### src/rtl/clock_ui_pkg.sv
// Shared constants and types for the clock/date display UI front end.
package clock_ui_pkg;

  localparam int unsigned CLOCK_FREQ          = 10_000_000;
  localparam int unsigned TICK_DIV_DEFAULT    = CLOCK_FREQ / 1000;
  localparam logic [7:0]  REPEAT_MASK_DEFAULT = 8'b0111_1110;
  localparam int unsigned BTN_COUNT           = 8;

  localparam int unsigned BTN_FMT12 = 0;
  localparam int unsigned BTN_UP1   = 1;
  localparam int unsigned BTN_DN1   = 2;
  localparam int unsigned BTN_UP2   = 3;
  localparam int unsigned BTN_DN2   = 4;
  localparam int unsigned BTN_UP3   = 5;
  localparam int unsigned BTN_DN3   = 6;
  localparam int unsigned BTN_DATE  = 7;

  typedef enum logic {
    REP_FIRST = 1'b0,
    REP_NEXT  = 1'b1
  } rep_phase_e;

  function automatic int unsigned max_u(input int unsigned a, input int unsigned b);
    return (a > b) ? a : b;
  endfunction

endpackage

### src/rtl/button_channel.sv
// One button bit: 2-flop sync, tick-based debounce, press pulse and auto-repeat.
// state     | meaning
// REP_FIRST | held, waiting REPEAT_DELAY ticks for first repeat (also idle)
// REP_NEXT  | held, repeating every REPEAT_RATE ticks
module button_channel
  import clock_ui_pkg::*;
#(
  parameter int unsigned DB_TICKS     = 8,
  parameter int unsigned REPEAT_DELAY = 500,
  parameter int unsigned REPEAT_RATE  = 100,
  parameter bit          REPEAT_EN    = 1'b1
) (
  input  logic clk,
  input  logic reset,
  input  logic i_tick,
  input  logic i_raw,
  output logic o_level,
  output logic o_press
);

  localparam int unsigned DBW = $clog2(DB_TICKS) + 1;
  localparam int unsigned RW  = $clog2(max_u(REPEAT_DELAY, REPEAT_RATE)) + 1;
  localparam logic [DBW-1:0] DB_LAST    = DBW'(DB_TICKS - 1);
  localparam logic [RW-1:0]  DELAY_LAST = RW'(REPEAT_DELAY - 1);
  localparam logic [RW-1:0]  RATE_LAST  = RW'(REPEAT_RATE - 1);

  logic [1:0]     r_sync;
  logic [DBW-1:0] r_db_cnt;
  logic           r_level;
  logic           r_press;
  logic [RW-1:0]  r_rep_cnt;
  rep_phase_e     r_phase;

  logic          w_sync;
  logic          w_flip;
  logic          w_rise;
  logic          w_fall;
  logic          w_rep_fire;
  logic [RW-1:0] w_rep_last;

  assign w_sync     = r_sync[1];
  assign w_flip     = i_tick && (w_sync != r_level) && (r_db_cnt == DB_LAST);
  assign w_rise     = w_flip && w_sync;
  assign w_fall     = w_flip && !w_sync;
  assign w_rep_last = (r_phase == REP_FIRST) ? DELAY_LAST : RATE_LAST;
  // A tick that flips the level never also fires a repeat.
  assign w_rep_fire = REPEAT_EN && i_tick && r_level && !w_flip && (r_rep_cnt == w_rep_last);

  always_ff @(posedge clk or posedge reset) begin
    if (reset) begin
      r_sync    <= '0;
      r_db_cnt  <= '0;
      r_level   <= 1'b0;
      r_press   <= 1'b0;
      r_rep_cnt <= '0;
      r_phase   <= REP_FIRST;
    end else begin
      r_sync  <= {r_sync[0], i_raw};
      r_press <= w_rise || w_rep_fire;

      if (i_tick) begin
        if (w_sync == r_level) begin
          r_db_cnt <= '0;
        end else if (w_flip) begin
          r_level  <= w_sync;
          r_db_cnt <= '0;
        end else begin
          r_db_cnt <= r_db_cnt + 1'b1;
        end
      end

      if (!r_level || w_fall) begin
        r_rep_cnt <= '0;
        r_phase   <= REP_FIRST;
      end else if (w_rep_fire) begin
        r_rep_cnt <= '0;
        r_phase   <= REP_NEXT;
      end else if (i_tick && REPEAT_EN) begin
        r_rep_cnt <= r_rep_cnt + 1'b1;
      end
    end
  end

  assign o_level = r_level;
  assign o_press = r_press;

endmodule

### src/rtl/button_conditioner.sv
// Conditions the raw button bus into debounced levels and press/repeat pulses.
// The sample-tick prescaler is shared by all eight channels.
module button_conditioner
  import clock_ui_pkg::*;
#(
  parameter int unsigned TICK_DIV     = TICK_DIV_DEFAULT,
  parameter int unsigned DB_TICKS     = 8,
  parameter int unsigned REPEAT_DELAY = 500,
  parameter int unsigned REPEAT_RATE  = 100,
  parameter logic [7:0]  REPEAT_MASK  = REPEAT_MASK_DEFAULT
) (
  input  logic                 clk,
  input  logic                 reset,
  input  logic [BTN_COUNT-1:0] btn_raw,
  output logic [BTN_COUNT-1:0] btn_level,
  output logic [BTN_COUNT-1:0] btn_press,
  output logic                 tick
);

  localparam int unsigned     PW       = $clog2(TICK_DIV);
  localparam logic [PW-1:0]   PRE_LAST = PW'(TICK_DIV - 1);

  logic [PW-1:0] r_pre;
  logic          r_tick;
  logic          w_tick_en;

  // Channels act on the same edge that raises the tick output.
  assign w_tick_en = (r_pre == PRE_LAST);

  always_ff @(posedge clk or posedge reset) begin
    if (reset) begin
      r_pre  <= '0;
      r_tick <= 1'b0;
    end else begin
      r_pre  <= w_tick_en ? '0 : r_pre + 1'b1;
      r_tick <= w_tick_en;
    end
  end

  assign tick = r_tick;

  for (genvar g = 0; g < BTN_COUNT; g++) begin : g_ch
    button_channel #(
      .DB_TICKS    (DB_TICKS),
      .REPEAT_DELAY(REPEAT_DELAY),
      .REPEAT_RATE (REPEAT_RATE),
      .REPEAT_EN   (REPEAT_MASK[g])
    ) u_channel (
      .clk    (clk),
      .reset  (reset),
      .i_tick (w_tick_en),
      .i_raw  (btn_raw[g]),
      .o_level(btn_level[g]),
      .o_press(btn_press[g])
    );
  end

endmodule

### config.mk
export PLATFORM = sky130hd
export DESIGN_NAME = button_conditioner
export DESIGN_NICKNAME = d
export VERILOG_FILES = /design/src/rtl/clock_ui_pkg.sv /design/src/rtl/button_channel.sv /design/src/rtl/button_conditioner.sv
export SDC_FILE = /design/constraint.sdc
export NUM_CORES = 1
export LEC_CHECK = 0
export BUFFER_PORTS_ARGS = -buffer_cell sky130_fd_sc_hd__buf_2
export CORE_UTILIZATION = 60
export DETAILED_ROUTE_END_ITERATION = 16
export PLACE_DENSITY = 0.83
export REMOVE_ABC_BUFFERS = 1
export SYNTH_ARGS = -nofsm -noshare
export SYNTH_HDL_FRONTEND = slang
export SYNTH_SLANG_ARGS = --single-unit
### constraint.sdc
create_clock -name clk -period 6.7 [get_ports clk]
set_input_delay 2.01 -clock clk [delete_from_list [all_inputs] [get_ports clk]]
set_output_delay 2.01 -clock clk [all_outputs]
set_load 0.02 [all_outputs]
======== Word level (Yosys, flattened, before mapping) ========
Cells that the tools add are included.
storage, ports and cells
  output and inout bits ................... 17
  flip-flop bits (word level) ............. 145
  word-level logic and storage cells ...... 251
cells by class
  multiplexer cells ....................... 53
  add/sub/neg operators ................... 15
  equality and inequality tests ........... 31
  reduce and logical (&&, ||, !) cells .... 98
  bitwise logic cells ..................... 8
operators with widths
  cell                                                             count
  10-bit 2-to-1 mux                                                18
  4-bit 2-to-1 mux                                                 16
  10-bit by 1-bit adder with 10-bit output, second input constant  6
  10-bit == test                                                   6
  9-bit 2-to-1 mux                                                 6
  1-bit logical AND                                                48
  4-bit by 1-bit adder with 4-bit output, second input constant    8
  4-bit by 3-bit == test with 1-bit output, second input constant  8
  3-bit AND reduction                                              8
  1-bit zero test                                                  18
  3-bit nonzero test                                               6
  14-bit by 1-bit adder with 14-bit output, second input constant  1
  14-bit == test, second input constant                            1
  14-bit 2-to-1 mux                                                1
  1-bit logical OR                                                 12
  1-bit 2-to-1 mux                                                 12
  2-bit nonzero test                                               6
  1-bit == test                                                    8
  1-bit != test                                                    8
  1-bit NOT                                                        8

======== Depth between registers and ports, before layout ========
Gate-level depths: netlist (run 1).
  depth after elaboration ................. 8
  mapped depth ............................ 9
  depth with buffers taken out ............ 6

======== By module ========
Synthesis (run 1) repeated with hierarchy kept, for this count alone.
second synthesis, totals
  cells, all modules ...................... 682
  area total of the unflattened synthesis .. 7,053.0 um^2
by module, submodules not included
  module                                  cells each  area each (um^2)  instances
  button_channel (g_ch[1].u_channel ...)  93          940.9             6
  button_channel (g_ch[0].u_channel ...)  30          355.3             2
  button_conditioner                      64          696.9             1

======== Worst setup path after synthesis (run 1) ========
OpenSTA, ideal clock, no wires.
  kind .................................... reg2out
  from .................................... register g_ch[4].u_channel.r_level
  to ...................................... output btn_level[4]
  cell stages (with the launch flop) ...... 2
  required time ........................... 4,690 ps
  data arrival time ....................... 584 ps
  setup slack ............................. 4,106 ps
  cells stage by stage .................... dfrtp_1 -> buf_4
RTL lines
  element                 line                      source
  start, declared         button_channel.sv:29      logic r_level;
  start signal, assigned  button_channel.sv:65      r_level <= w_sync;
  end, declared           button_conditioner.sv:15  output logic [BTN_COUNT-1:0] btn_level,
No word-level cell between the ends.

======== Worst setup path after layout (run 1) ========
  from .................................... register g_ch[1].u_channel.r_level
  to ...................................... output btn_level[1]
RTL lines
  element                 line
  start, declared         button_channel.sv:29
  start signal, assigned  button_channel.sv:65
No word-level cell between the ends.

==> flow_metrics.env, run 1 <==
export IMPL_critPathSlowestCell="dfrtp_1"
export IMPL_hold_end="g_ch[2].u_channel.r_sync[1]"
export IMPL_grt_usage_pct=27.4
export IMPL_layout_drive_gt1_share_pct=10.2
export IMPL_dr_pass1_iters=5
export IMPL_route_antenna_remaining_nets=0
export IMPL_drt_initial_drc_count=727
export IMPL_fin_crit_ns=3.39
export IMPL_r2r_slack_ns=4.05
export IMPL_crit_path_end_kind="primary output"
export IMPL_cts_sinks=145
export IMPL_cp_data_arrival_time_ns=1.38
export IMPL_crit_type="reg -> out"
export IMPL_rsz0062_at_grt="no"
export IMPL_gp_congestion=0.914
export IMPL_cts_buffer_depth=2
export IMPL_route_vias_total=6429
export IMPL_synth_area_um2=7700
export IMPL_root_buffer="clkbuf_16"
export IMPL_slowest_delay_ns=0.70
export IMPL_synth_ff_type="dfrtp_1"
export IMPL_overflow=0
export IMPL_yosys_area_top_type_share_pct=47.1
export IMPL_finalHoldViolations=0
export IMPL_yosys_area_top_type="dfrtp_1"
export IMPL_fin_nets=831
export IMPL_maxClockFrequency_mhz=295
export IMPL_timing_rr_end="g_ch[3].u_channel.r_rep_cnt[8]"
export IMPL_clkLatencyLatePin_ns=0.43
export IMPL_nFillCells=934
export IMPL_syn_to_final_growth_pct=9.23
export IMPL_yosysUniqueCellTypes=64
export IMPL_synthSimpleGateAreaFrac_pct=25.9
export IMPL_first_global_vias=6190
export IMPL_yosysSeqAreaShare_pct=47.1
export IMPL_initial_core_util_pct=61.2
export IMPL_finClkSkew_ns=0.0142
export IMPL_status="completed"
export IMPL_hp_start="g_ch[2].u_channel.r_sync[0]"
export IMPL_timing_rr_start="r_pre[0]"
export IMPL_cts_tree="yes"
export IMPL_synth_fa_ha_area_share_pct=2.44
export IMPL_path_buf_inv=1
export IMPL_setup_viol=0
export IMPL_design_core_area_um2=12600
export IMPL_io_buffers=26
export IMPL_power_per_cell_area_nw_per_um2=230
export IMPL_synthMuxAreaShare_pct=2.03
export IMPL_synth_common_cells="dfrtp_1, nand2_1, nand3_1, nand4_1, o21ai_0"
export IMPL_finalSetupTns_ns=0
export IMPL_die_area_um2=13300
export IMPL_synth_most_common_cell="dfrtp_1"
export IMPL_crit_fanout=20
export IMPL_min_path_cells=0
export IMPL_grt_first_pass_wirelength_um=28800
export IMPL_boundaryPins=27
export IMPL_antenna_found_initial=0
export IMPL_fin_crit_sh_pct=50.6
export IMPL_path_cells="buf_2"
export IMPL_fp_dieH_um=115
export IMPL_rows=41
export IMPL_synthXorXnorAreaFrac_pct=2.39
export IMPL_yosys_warnings=0
export IMPL_die_width_um=115
export IMPL_synth_top_family_by_area="simple AND/OR/NAND/NOR gates"
export IMPL_yosys_top_cells_area="dfrtp_1, nand3_1, nand4_1, nand2_1, o21ai_0"
export IMPL_synth_compound_area_share_pct=14.4
export IMPL_hpwl_um=10400
export IMPL_netlist_instances=818
export IMPL_final_core_util_pct=66.9
export IMPL_synthArstFlopShare_pct=100
export IMPL_reg2reg_depth=6
export IMPL_critPathTopFamily="flip-flops"
export IMPL_viasPerCell=6.50
export IMPL_post_cts_buffers=0
export IMPL_max_cap_violations=0
export IMPL_hold_buffers=0
export IMPL_numCtsBuffers=17
export IMPL_drc_errors=0
export IMPL_cts_resized=0
export IMPL_synth_edf_count=0
export IMPL_routedWlPerCell_um=17.4
export IMPL_cp_start_kind="register"
export IMPL_grt_max_degree=108
export IMPL_avgSynthCellArea_um2=9.41
export IMPL_ir_drop_mv=0.169
export IMPL_hold_class="reg -> reg"
export IMPL_tightest_slew_ns=1.21
export IMPL_h_tree_depth=4
export IMPL_p_leak_uw=0.00341
export IMPL_drt_wl_total_um=17200
export IMPL_crit_required_ns=4.69
export IMPL_clk_pin_slew_worst_paths_ns=0.06
export IMPL_synth_ff_latch_count=145
export IMPL_slew_violations=0
export IMPL_antenna_cells=0
export IMPL_slew_headroom_pct=19.3
==> metal layers <==
metal | GRT usage, % | part of all wire, % | routed length (µm)
met5 | 0 | 0 | 0
met4 | 10.8 | 1.5 | 262
met3 | 6.27 | 5.8 | 996
met2 | 45.1 | 49 | 8480
met1 | 35.4 | 43 | 7430
==> placed cells by master (no fill, tap or decap), drive strengths merged, types with 6 or more instances in the layout <==
cell	netlist	layout
nor2b	7	7
inv	33	33
nor4b	9	9
a32oi	10	10
nand4b	6	6
nand4	52	52
o22ai	11	11
nor3	9	9
xnor2	10	10
a21oi	25	25
nand2b	11	11
clkbuf	24	21
o211ai	9	9
mux2i	10	10
nand3	69	69
dfrtp	145	145
nand3b	8	8
o31ai	7	7
xor2	11	11
o21ai	44	44
nor2	38	38
buf	38	31
nand2	84	84
ha	15	15
or3	7	7
nor4	11	11
a31oi	16	16
and3	11	11
or2	8	8
==> cell families after synthesis <==
kind of cell    count (synthesis)
simple gates                  361
compound gates                165
flops                         145
buf+inv                        96
xor+xnor                       21
mux                            15
fa+ha+maj                      15
==> stage by stage <==
step | hold WS (ns) | area, µm² | worst slack [ns] | cells | total power [µW]
6_report | 0.346 | 8410 | 3.31 | 989 | 1930
5_1_grt | 0.352 | 8410 | 3.20 | 989 | 1980
4_1_cts | 0.348 | 8410 | 3.30 | 989 | 1940
3_5_place_dp | 0.336 | 7770 | 3.31 | 959 | 927
3_3_place_gp | 0.331 | 7770 | 3.35 | 959 | 926
2_1_floorplan | 0.331 | 7380 | 0.795 | 756 | 917
==> registers in the layout, summed over array words and instances (netlist names) <==
register / flops
tick: 1
r_pre: 14
g_ch.u_channel.r_db_cnt: 32
g_ch.u_channel.r_rep_cnt: 60
g_ch.u_channel.r_sync: 16
g_ch.u_channel.r_phase: 6
g_ch.u_channel.o_press: 8
g_ch.u_channel.o_level: 8
==> cell type report <==
type                       instances  area (µm²)  share of cell area (%)
clock buffer                      21         480                    5.72
clock inverter                     9         155                    1.85
inverter                          34         133                    1.58
multi-input combinational        577        3630                    43.1
sequential                       145        3630                    43.2
tap                              172         215                    2.56
timing repair buffer              31         168                    1.99
==> worst max path at each step <==
stage	from	to	slack (ns)	cells after the start
after floorplan	reset	g_ch[0].u_channel.o_level	0.80	1
after global placement	reset	r_pre[13]	3.35	3
after detailed placement	reset	r_pre[13]	3.31	3
after CTS	g_ch[1].u_channel.o_level	btn_level[1]	3.30	1
after global routing	g_ch[1].u_channel.o_level	btn_level[1]	3.20	1
final	g_ch[1].u_channel.o_level	btn_level[1]	3.31	1
==> power breakdown <==
| part | internal, µW | leakage [µW] | switching (µW) | total (µW) |
|---|---|---|---|---|
| logic | 4.44 | 0.00113 | 21.8 | 26.3 |
| clock network | 658 | 0.000299 | 364 | 1020 |
| registers | 881 | 0.00198 | 2.99 | 884 |
Power figures use the tool's default switching activity.
==> inputs of run 2 (changes only) <==
==> constraint.sdc (replaced) <==
create_clock -name clk -period 3.4 [get_ports clk]
set_input_delay 1.02 -clock clk [delete_from_list [all_inputs] [get_ports clk]]
set_output_delay 1.02 -clock clk [all_outputs]
set_load 0.02 [all_outputs]
==> flow_metrics.env, run 2 (same netlist as run 1, synthesis figures left out) <==
export IMPL_boundaryPins=27
export IMPL_finClkSkew_ns=0.00974
export IMPL_p_clk_share_pct=49.3
export IMPL_critPathSlowestCell="dfrtp_1"
export IMPL_hold_buffers=0
export IMPL_final_cell_mix="dfrtp_1, nand2_1, nand3_1"
export IMPL_clkLatencyLatePin_ns=0.44
export IMPL_hold_class="reg -> reg"
export IMPL_viasPerCell=6.51
export IMPL_design_core_area_um2=12600
export IMPL_cts_buffer_depth=2
export IMPL_grt_usage_pct=27.9
export IMPL_h_tree_depth=4
export IMPL_grt_first_pass_wirelength_um=29000
export IMPL_fp_dieH_um=115
export IMPL_post_dp_cell_area_um2=7820
export IMPL_power_per_cell_area_nw_per_um2=424
export IMPL_dr_pass1_iters=6
export IMPL_rsz0062_at_grt="no"
export IMPL_top_regs="g_ch.u_channel.r_rep_cnt: 60 flops, g_ch.u_channel.r_db_cnt: 32 flops, g_ch.u_channel.r_sync: 16 flops"
export IMPL_syn_to_final_growth_pct=8.76
export IMPL_layout_commonest_cell="dfrtp_1"
export IMPL_largest_register_ffs=60
export IMPL_die_width_um=115
export IMPL_nFillCells=961
export IMPL_die_area_um2=13300
export IMPL_crit_type="reg -> out"
export IMPL_slowest_delay_ns=0.75
export IMPL_post_cts_buffers=0
export IMPL_drt_initial_drc_count=781
export IMPL_critPathTopFamily="flip-flops"
export IMPL_rows=41
export IMPL_setup_viol=0
export IMPL_multiInputGateArea_um2=3630
export IMPL_fin_crit_ns=2.49
export IMPL_finalSetupTns_ns=0
export IMPL_regMostFlops="g_ch.u_channel.r_rep_cnt"
export IMPL_cp_start_kind="register"
export IMPL_overflow=0
export IMPL_cts_resized=0
export IMPL_numCtsBuffers=17
export IMPL_power_switching_uw=768
export IMPL_hold_ws_ns=0.348
export IMPL_finalHoldViolations=0
export IMPL_tightest_slew_ns=1.18
export IMPL_fin_nets=833
export IMPL_ir_drop_mv=0.391
export IMPL_worst_slack_ns=0.915
export IMPL_cp_data_arrival_time_ns=1.47
export IMPL_initial_core_util_pct=61.2
export IMPL_route_vias_total=6459
export IMPL_drc_errors=0
export IMPL_slew_violations=0
export IMPL_root_buffer="clkbuf_16"
export IMPL_drt_wl_total_um=17300
export IMPL_clk_pin_slew_worst_paths_ns=0.06
export IMPL_io_buffers=26
export IMPL_first_global_vias=6397
export IMPL_crit_required_ns=2.38
export IMPL_grt_max_degree=71
export IMPL_p_leak_uw=0.00340
export IMPL_max_cap_violations=0
export IMPL_dp_worst_setup_slack_ns=1.06
export IMPL_crit_path_end_kind="primary output"
export IMPL_hpwl_um=10800
export IMPL_antenna_cells=0
export IMPL_final_cell_area_um2=8370
export IMPL_gp_congestion=0.900
export IMPL_slew_headroom_pct=21.2
export IMPL_cts_sinks=145
export IMPL_crit_fanout=20
export IMPL_route_antenna_remaining_nets=0
export IMPL_seq_area_um2=3630
export IMPL_antenna_found_initial=0
export IMPL_layout_drive_gt1_share_pct=10.2
export IMPL_path_buf_inv=1
export IMPL_path_cells="buf_2"
export IMPL_switching_share_pct=21.6
export IMPL_intPower_uw=2780
export IMPL_fin_crit_sh_pct=73.1
export IMPL_cts_tree="yes"
export IMPL_status="completed"
export IMPL_pwr_share_comb_pct=1.6
export IMPL_maxClockFrequency_mhz=402
export IMPL_pwr_share_seq_pct=49.1
export IMPL_routedWlPerCell_um=17.4
==> run 2: changes by cell type in the layout (fill, tap and decap cells not counted), sizes merged <==
cell,previous run,this run
inv,33,34
buf,31,33
clkinvlp,4,3
clkinv,2,6
bufinv,4,1
==> run 2: path summary, 6_finish.rpt <==
path	slack (ns)	start	cells after the start	to
worst max register to register	0.96	r_pre[11]	5	g_ch[5].u_channel.r_rep_cnt[6]
max in group asynchronous	2.03	reset	3	g_ch[3].u_channel.r_sync[0]
worst min register to register	0.35	g_ch[1].u_channel.r_sync[0]	0	g_ch[1].u_channel.r_sync[1]
worst max-delay path	0.91	g_ch[1].u_channel.o_level	1	btn_level[1]
min in group asynchronous	0.66	reset	2	g_ch[1].u_channel.r_sync[1]
worst min-delay path	0.35	g_ch[1].u_channel.r_sync[0]	0	g_ch[1].u_channel.r_sync[1]
==> run 2: metal layers <==
layer	GRT usage, %	up-vias	routed length [µm]
met1	34.0	3179	7310
met4	11.9	0	204
met2	47.6	244	8710
met5	0	-	0
li1	-	3012	-
met3	6.33	24	1080
==> run 2: area by class of cell <==
cell class | instances | share of cell area (%)
multi-input combinational | 577 | 43.3
clock inverter | 10 | 1.03
inverter | 34 | 1.58
tap | 172 | 2.57
clock buffer | 21 | 5.50
timing repair buffer | 33 | 2.63
sequential | 145 | 43.3
==> run 2: metrics by stage <==
stage          util, %  cells  power (µW)
2_1_floorplan        -    756        1810
3_3_place_gp      62.2    961        1830
3_5_place_dp      62.2    961        1830
4_1_cts           66.6    992        3570
5_1_grt           66.6    992        3650
6_report          66.6    992        3550
==> run 2: power by group through the flow <==
stage	clock, µW	combinational [µW]	sequential (µW)
CTS	1770	58.9	1740
global placement	0	56.4	1770
detailed placement	0	58.8	1770
global route	1840	65.5	1740
floorplan	0	34.9	1770
finish	1750	56.2	1740
